**src/rtl/pin_entry_ctrl.sv**
```systemverilog
// Purpose : ATM PIN keypad collector/verifier; drives the inactivity timer, counts failures, locks the card.
// Latency : Enter sampled at edge N -> CHECK; pin_ok / pin_fail visible after edge N+1.
// Backpress: none; keypad strobes are single-cycle, and keys outside ENTRY are dropped.
//
// Ports:
//   clk, rst (async, active-low)  | card_in, stored_pin, key_valid, key_code, timeout
//   timer_start, timer_restart, pin_ok, pin_fail, session_abort, card_locked,
//   attempts_left, digit_count
// Optional build macro: LOCK_RELEASE_EN (card removal exits LOCKED and reloads attempts).
module pin_entry_ctrl #(
    parameter int PIN_DIGITS   = 4,
    parameter int MAX_ATTEMPTS = 3
) (
    input  logic                    clk,
    input  logic                    rst,
    input  logic                    card_in,
    input  logic [4*PIN_DIGITS-1:0] stored_pin,
    input  logic                    key_valid,
    input  logic [3:0]              key_code,
    input  logic                    timeout,
    output logic                    timer_start,
    output logic                    timer_restart,
    output logic                    pin_ok,
    output logic                    pin_fail,
    output logic                    session_abort,
    output logic                    card_locked,
    output logic [1:0]              attempts_left,
    output logic [2:0]              digit_count
);

    localparam logic [2:0] FULL_CNT = 3'(PIN_DIGITS);
    localparam logic [1:0] MAX_ATT  = 2'(MAX_ATTEMPTS);

    typedef enum logic [2:0] {
        S_IDLE,
        S_ENTRY,
        S_CHECK,
        S_GRANTED,
        S_LOCKED
    } state_t;

    state_t                  state_q, state_d;
    logic [4*PIN_DIGITS-1:0] buf_q, buf_d, buf_ins;
    logic [2:0]              cnt_q, cnt_d;
    logic [1:0]              att_q, att_d;
    logic                    restart_q, restart_d;
    logic                    fail_q, fail_d;
    logic                    abort_q, abort_d;

    logic is_digit, is_enter, is_clear;

    assign is_digit = (key_code <= 4'd9);
    assign is_enter = (key_code == 4'hA);
    assign is_clear = (key_code == 4'hB);

    always_ff @(posedge clk or negedge rst) begin
        if (!rst) begin
            state_q   <= S_IDLE;
            buf_q     <= '0;
            cnt_q     <= '0;
            att_q     <= MAX_ATT;
            restart_q <= 1'b0;
            fail_q    <= 1'b0;
            abort_q   <= 1'b0;
        end else begin
            state_q   <= state_d;
            buf_q     <= buf_d;
            cnt_q     <= cnt_d;
            att_q     <= att_d;
            restart_q <= restart_d;
            fail_q    <= fail_d;
            abort_q   <= abort_d;
        end
    end

    always_comb begin
        // Buffer with the incoming digit dropped into slot cnt_q.
        buf_ins = buf_q;
        for (int i = 0; i < PIN_DIGITS; i++) begin
            if (cnt_q == 3'(i)) buf_ins[4*i +: 4] = key_code;
        end

        state_d   = state_q;
        buf_d     = buf_q;
        cnt_d     = cnt_q;
        att_d     = att_q;
        restart_d = 1'b0;
        fail_d    = 1'b0;
        abort_d   = 1'b0;

        case (state_q)
            S_IDLE: begin
                if (card_in) begin
                    state_d = S_ENTRY;
                    buf_d   = '0;
                    cnt_d   = '0;
                    att_d   = MAX_ATT;
                end
            end
            S_ENTRY: begin
                // Card removal beats timeout, timeout beats any key.
                if (!card_in) begin
                    state_d = S_IDLE;
                    buf_d   = '0;
                    cnt_d   = '0;
                end else if (timeout) begin
                    state_d = S_IDLE;
                    buf_d   = '0;
                    cnt_d   = '0;
                    abort_d = 1'b1;
                end else if (key_valid) begin
                    if (is_digit) begin
                        restart_d = 1'b1;
                        if (cnt_q < FULL_CNT) begin
                            buf_d = buf_ins;
                            cnt_d = cnt_q + 3'd1;
                        end
                    end else if (is_clear) begin
                        restart_d = 1'b1;
                        buf_d     = '0;
                        cnt_d     = '0;
                    end else if (is_enter) begin
                        restart_d = 1'b1;
                        if (cnt_q == FULL_CNT) state_d = S_CHECK;
                    end
                end
            end
            S_CHECK: begin
                if (!card_in) begin
                    state_d = S_IDLE;
                    buf_d   = '0;
                    cnt_d   = '0;
                end else if (buf_q == stored_pin) begin
                    state_d = S_GRANTED;
                end else begin
                    fail_d  = 1'b1;
                    att_d   = att_q - 2'd1;
                    buf_d   = '0;
                    cnt_d   = '0;
                    state_d = (att_q == 2'd1) ? S_LOCKED : S_ENTRY;
                end
            end
            S_GRANTED: begin
                if (!card_in) begin
                    state_d = S_IDLE;
                    buf_d   = '0;
                    cnt_d   = '0;
                end
            end
            S_LOCKED: begin
`ifdef LOCK_RELEASE_EN
                if (!card_in) begin
                    state_d = S_IDLE;
                    att_d   = MAX_ATT;
                end
`else
                // Only rst leaves this state.
                state_d = S_LOCKED;
`endif
            end
            default: begin
                state_d = S_IDLE;
                buf_d   = '0;
                cnt_d   = '0;
            end
        endcase
    end

    assign timer_start   = (state_q == S_ENTRY);
    assign timer_restart = restart_q;
    assign pin_ok        = (state_q == S_GRANTED);
    assign pin_fail      = fail_q;
    assign session_abort = abort_q;
    assign card_locked   = (state_q == S_LOCKED);
    assign attempts_left = att_q;
    assign digit_count   = cnt_q;

endmodule

```
**config.mk**
```make
export PLATFORM = sky130hd
export DESIGN_NAME = pin_entry_ctrl
export DESIGN_NICKNAME = d
export VERILOG_FILES = /design/src/rtl/pin_entry_ctrl.sv
export SDC_FILE = /design/constraint.sdc
export NUM_CORES = 1
export LEC_CHECK = 0
export CAP_MARGIN = 40
export CORE_ASPECT_RATIO = 2
export CORE_MARGIN = 10
export CORE_UTILIZATION = 30
export CTS_CLUSTER_DIAMETER = 120
export DETAILED_ROUTE_END_ITERATION = 10
export REMOVE_ABC_BUFFERS = 1
export SLEW_MARGIN = 20
export SYNTH_ARGS = -nofsm -noshare
export SYNTH_HDL_FRONTEND = slang
export SYNTH_SLANG_ARGS = --single-unit
export TNS_END_PERCENT = 5
```
**constraint.sdc**
```tcl
create_clock -name clk -period 3.6 [get_ports clk]
set_input_delay 0.72 -clock clk [delete_from_list [all_inputs] [get_ports clk]]
set_output_delay 0.72 -clock clk [all_outputs]
set_load 0.01 [all_outputs]
```
Word level (Yosys, flattened, before mapping)
Cells that the tools add are included.

Register bits after elaboration: 27. Input bits: 25. Output and inout port bits: 11.

Reductions and logical operators: 10. Order comparisons: 2. Mux-type cells: 55. Eq/ne operators: 28. Bitwise operators: 1. $add $sub $neg: 2.

Operators by type and width (number): 16-bit two-way mux (10); 16-bit one-hot mux with 5 select lines (1); 3-bit two-way mux (21); 8-bit AND reduction (4); 3-bit one-hot mux with 5 select lines (2); 5-bit by 4-bit inequality test with 1-bit output, second input constant (5); 16-bit equality test (1); 4-bit two-way mux (4); 7-bit AND reduction (2); 1-bit two-way mux (13); 3-bit by 2-bit equality test with 1-bit output, second input constant (4); 4-bit inequality test, second input constant (3); 4-bit equality test, second input constant (2); 2-bit inequality test, second input constant (4); 4-bit by 3-bit inequality test with 1-bit output, second input constant (2); 3-bit by 1-bit equality test with 1-bit output, second input constant (2); 3-bit equality test, second input constant (2); 3-bit zero test (2); 2-bit two-way mux (3); 5-bit by 3-bit inequality test with 1-bit output, second input constant (1); 4-bit less-or-equal comparator, second input constant (1); 2-bit one-hot mux with 2 select lines (1); 4-bit AND reduction (1); 3-bit by 1-bit adder with 3-bit output, second input constant (1); other kinds (6) (6).

Depth between registers and ports, before layout
Depth after elaboration: 9. Depth in mapped cells: 7. Gate-level depth less buffers: 7.

Worst setup path before layout
Ideal clock, no wire load.

Path type: input-to-reg. Start point: input port stored_pin[9]. End point: register buf_q[10]. Setup time: 0.128 ns. Slack: 1.475 ns. Stages on the path: 5. Buffers on the path: 0. Data arrival time: 1.998 ns. Cell sequence: xor2_1 -> nor4_4 -> nand4_4 -> o21ai_2 -> mux2_1.

Cells in the longest elaborated chain, start to end: 3.

Ends and longest elaborated chain: from (decl) (line 17) `input logic [4*PIN_DIGITS-1:0] stored_pin,`; 16-bit equality test (line 133) `end else if (buf_q == stored_pin) begin`; 3-bit inequality test (no line); 8-bit AND reduction (no line); to (signal assigned) (line 67) `buf_q <= buf_d;`; to (decl) (line 43) `logic [4*PIN_DIGITS-1:0] buf_q, buf_d, buf_ins;`.

Every way passes these cells. A chain may end at the register's enable or synchronous reset.

Final worst setup path
Start point: register state_q[0]. End point: output port timer_start.

Cells in the longest elaborated chain, start to end: 1.

Ends and longest elaborated chain: from (decl) (line 42) `state_t state_q, state_d;`; from (signal assigned) (line 66) `state_q <= state_d;`; 3-bit by 1-bit equality test with 1-bit output (line 169) `assign timer_start = (state_q == S_ENTRY);`; to (decl) (line 21) `output logic timer_start,`.

Every way passes these cells.

==> metrics.txt <==
# TYPE chip_impl_metric gauge
chip_impl_metric{name="report.final.setup_viol",unit=""} 0
chip_impl_metric{name="grt_pass1_wl",unit="um"} 7730
chip_impl_metric{name="swShare",unit="%"} 34.7
chip_impl_info{name="crit_path_start_kind",value="flip-flop"} 1
chip_impl_info{name="most-common-layout-cells",value="sky130_fd_sc_hd__clkdlybuf4s50_1, sky130_fd_sc_hd__dfrtp_1, sky130_fd_sc_hd__xor2_1"} 1
chip_impl_metric{name="p_clk_share",unit="%"} 24.1
chip_impl_metric{name="seqPwrFrac",unit="%"} 37.5
chip_impl_metric{name="drcViolationCount",unit=""} 0
chip_impl_metric{name="routed-via-count",unit=""} 1354
chip_impl_metric{name="worst_ep_arrival_time",unit="ns"} 1.97
chip_impl_metric{name="avgRoutedWirePerCell",unit="um"} 18.6
chip_impl_metric{name="initial_utilization",unit="%"} 30.4
chip_impl_metric{name="hold_buffers",unit=""} 0
chip_impl_metric{name="cts_num_sinks",unit=""} 27
chip_impl_metric{name="synth_seq_cells",unit=""} 27
chip_impl_metric{name="synth_fa_ha_area_share",unit="%"} 4.15
chip_impl_metric{name="synthMuxAreaShare",unit="%"} 8.29
chip_impl_metric{name="place.gp.congestion",unit=""} 0.822
chip_impl_metric{name="worst_slew_margin_rel",unit="%"} 61.9
chip_impl_info{name="hold_path_class",value="flip-flop to flip-flop"} 1
chip_impl_metric{name="min_period_over_period",unit="%"} 74.7
chip_impl_metric{name="cts-resized-gates",unit=""} 0
chip_impl_info{name="worst-setup-path-type",value="flip-flop to output port"} 1
chip_impl_metric{name="total_switching_power",unit="uW"} 359
chip_impl_metric{name="synth-warning-count",unit=""} 0
chip_impl_metric{name="internal_power",unit="uW"} 678
chip_impl_metric{name="max_freq",unit="MHz"} 372
chip_impl_metric{name="antenna_cell_count",unit=""} 0
chip_impl_metric{name="drt-pass1-iter-count",unit=""} 4
chip_impl_metric{name="htreeDepth",unit=""} 1
chip_impl_metric{name="num_rows",unit=""} 40
chip_impl_metric{name="port_buffers",unit=""} 35
chip_impl_metric{name="cap_violations",unit=""} 0
chip_impl_metric{name="syn_area",unit="um^2"} 1810
chip_impl_metric{name="worst_setup_skew_after_layout",unit="ns"} 0.00260
chip_impl_metric{name="clock_insertion_delay_worst_skew",unit="ns"} 0.26
chip_impl_metric{name="chipHeight",unit="um"} 130
chip_impl_metric{name="antenna_violations_before_repair",unit=""} 0
chip_impl_metric{name="time_the_final_worst_path_needs_with_i_o_delays_and_setup",unit="ns"} 2.69
chip_impl_metric{name="clk_pin_slew_worst_paths",unit="ns"} 0.06
chip_impl_metric{name="via_count_of_the_first_global_routing_pass",unit=""} 1504
chip_impl_info{name="dominant_combinational_cell_family_by_area_after_synthesis",value="simple AND/OR/NAND/NOR gates"} 1
chip_impl_metric{name="power-per-cell-area",unit="nW/um^2"} 452
chip_impl_metric{name="final_util",unit="%"} 38.5
chip_impl_metric{name="ant_nets",unit=""} 0
chip_impl_metric{name="synthDistinctLibCells",unit=""} 47
chip_impl_metric{name="critPathRequiredTime",unit="ns"} 2.88
chip_impl_metric{name="share_comb_of_total_power",unit="%"} 38.4
chip_impl_info{name="run_status",value="completed"} 1
chip_impl_metric{name="die_area",unit="um^2"} 9730
chip_impl_metric{name="hold_violation_total_from_the_final_report",unit=""} 0
chip_impl_info{name="endpoint_kind",value="output port"} 1
chip_impl_metric{name="timing_max_transition_violations_final",unit=""} 0
chip_impl_info{name="tritoncts",value="yes"} 1
chip_impl_metric{name="area_delta_synth_final",unit="%"} 26.6
chip_impl_metric{name="synth-edff-count",unit=""} 0
chip_impl_metric{name="synth_sequential_area_ratio",unit="%"} 37.5
chip_impl_metric{name="grt_start_max_net_pins",unit=""} 28
chip_impl_metric{name="leakage_power_of_the_design",unit="nW"} 0.998
chip_impl_metric{name="share_of_the_synthesized_area_in_compound_gates_ao_oa_aoi_oai",unit="%"} 16.7
chip_impl_info{name="post-synth-top-area-cell",value="sky130_fd_sc_hd__dfrtp_1"} 1
chip_impl_metric{name="place.detailed.hpwl",unit="um"} 3830
chip_impl_info{name="synthFlopType",value="sky130_fd_sc_hd__dfrtp_1"} 1
chip_impl_metric{name="synth.top_cell.area_share",unit="%"} 34.6
chip_impl_metric{name="post_synth.cell_area_avg",unit="um^2"} 11.8
chip_impl_metric{name="finalNetCount",unit=""} 222
chip_impl_metric{name="crit_fanout",unit=""} 13
chip_impl_metric{name="synth_simple_gate_area_share",unit="%"} 22.3
chip_impl_metric{name="share_of_cells_above_drive_strength_1",unit="%"} 16.3
chip_impl_metric{name="coreArea",unit="um^2"} 5960
chip_impl_metric{name="power.ir.vdd_worst",unit="V"} 0.000226
chip_impl_metric{name="io-pin-count",unit=""} 36
chip_impl_metric{name="netlist_instances",unit=""} 154
chip_impl_metric{name="yosys.area_share.xor_xnor",unit="%"} 7.74
chip_impl_info{name="rsz_0062_raised_after_global_routing",value="no"} 1
chip_impl_metric{name="cts-buffers-inserted",unit=""} 3
chip_impl_metric{name="post_synth_arst_share",unit="%"} 100
chip_impl_metric{name="total_routed_wirelength",unit="um"} 4710
chip_impl_metric{name="ctsLongestPathBuffers",unit=""} 2
chip_impl_metric{name="global_routing_usage_summed_across_all_routing_layers",unit="%"} 10.6
chip_impl_metric{name="1st_iter_drt_viols",unit=""} 56
chip_impl_metric{name="transition_time_at_the_pin_with_the_least_slew_margin",unit="ns"} 0.570
chip_impl_metric{name="tns",unit="ns"} 0
chip_impl_metric{name="post_cts_setup_buffer_count",unit=""} 0
chip_impl_metric{name="globalRoute.totalOverflow",unit=""} 0
chip_impl_info{name="synth_top_cells_by_area",value="sky130_fd_sc_hd__dfrtp_1, sky130_fd_sc_hd__xor2_1, sky130_fd_sc_hd__mux2_1"} 1
chip_impl_info{name="leading_cell_type_in_the_layout_fill_and_taps_excluded",value="sky130_fd_sc_hd__clkdlybuf4s50_1"} 1
chip_impl_metric{name="via_density",unit=""} 5.35
chip_impl_metric{name="fillers",unit=""} 587
chip_impl_metric{name="die_w",unit="um"} 74.9
chip_impl_info{name="cts_root_buffer",value="sky130_fd_sc_hd__clkbuf_16"} 1
[per-stage QoR]
step | hold slack (ns) | std cells | total power [mW] | setup WS, ns | cell area, um^2
floorplan | 0.424 | 150 | 0.651 | 1.47 | 1780
global placement | 0.495 | 249 | 0.794 | 0.821 | 2210
detailed placement | 0.508 | 249 | 0.795 | 0.774 | 2210
CTS | 0.523 | 253 | 1.05 | 0.903 | 2290
global route | 0.531 | 253 | 1.10 | 0.770 | 2290
finish | 0.516 | 253 | 1.04 | 0.912 | 2290
[state kept, by name, indices dropped and copies added, names as in the netlist]
signal         flops
attempts_left      2
state_q            3
session_abort      1
digit_count        3
timer_restart      1
pin_fail           1
buf_q             16
[path summary, 6_finish.rpt]
path	cells after the start	slack (ns)	start	to
min	1	0.52	buf_q[3]	buf_q[3]
max in group asynchronous	2	2.44	rst	attempts_left[0]
max	2	0.91	state_q[0]	timer_start
min reg2reg	1	0.52	buf_q[3]	buf_q[3]
min in group asynchronous	2	0.84	rst	timer_restart
max reg2reg	5	1.43	state_q[0]	buf_q[10]
[area by class of cell]
| cell class | count | area [um^2] | share of cell area [%] |
|---|---|---|---|
| clock buffer | 4 | 78.8 | 3.44 |
| inverter | 7 | 26.3 | 1.15 |
| multi-input combinational | 116 | 1070 | 46.8 |
| sequential | 27 | 678 | 29.6 |
| tap | 63 | 78.8 | 3.44 |
| timing repair buffer | 36 | 358 | 15.6 |
[synthesized netlist by cell type, types with 2 or more instances]
master / n
sky130_fd_sc_hd__nand2_1: 8
sky130_fd_sc_hd__a21oi_1: 4
sky130_fd_sc_hd__nand3_1: 3
sky130_fd_sc_hd__dfstp_2: 2
sky130_fd_sc_hd__nor2b_1: 4
sky130_fd_sc_hd__mux2_1: 8
sky130_fd_sc_hd__buf_4: 3
sky130_fd_sc_hd__nand2_2: 2
sky130_fd_sc_hd__inv_1: 7
sky130_fd_sc_hd__mux2_4: 2
sky130_fd_sc_hd__o21ai_2: 5
sky130_fd_sc_hd__ha_1: 6
sky130_fd_sc_hd__a32o_1: 8
sky130_fd_sc_hd__nor2_1: 8
sky130_fd_sc_hd__o2111a_1: 4
sky130_fd_sc_hd__nand4b_1: 4
sky130_fd_sc_hd__dfrtp_1: 25
sky130_fd_sc_hd__xor2_1: 16
sky130_fd_sc_hd__nor3b_1: 2
sky130_fd_sc_hd__mux2i_1: 3
sky130_fd_sc_hd__nor4_4: 4
[power by group through the flow]
stage	Sequential, mW	Clock (mW)	Combinational [mW]
after global placement	0.395	0	0.399
after CTS	0.389	0.259	0.403
final	0.389	0.250	0.398
after detailed placement	0.394	0	0.401
after global routing	0.394	0.271	0.438
after floorplan	0.388	0	0.263
[logic make-up (layout without fill, tap and decap cells)]
logic type      Yosys count  in the layout
simple gates             50             50
compound gates           31             31
flops                    27             27
xor+xnor                 16             16
mux                      13             13
buf+inv                  11             47
fa+ha+maj                 6              6
[worst max-delay path, cell delays in order (launching register included)]
cell,delay [ns]
sky130_fd_sc_hd__dfrtp_1,0.67
sky130_fd_sc_hd__nor3b_4,0.42
sky130_fd_sc_hd__clkdlybuf4s50_1,0.62
[per-layer routing]
| layer | up-vias | global-route usage, % | share of wire [%] | wire (um) |
|---|---|---|---|---|
| met5 | - | 0 | 0 | 0 |
| met4 | 0 | 4.60 | 2.1 | 97 |
| met3 | 6 | 2.89 | 5.1 | 240 |
| met2 | 26 | 19.8 | 59 | 2800 |
| met1 | 674 | 10.1 | 33 | 1570 |
| li1 | 648 | - | - | - |
No activity file was read; power rests on OpenSTA's default activity.
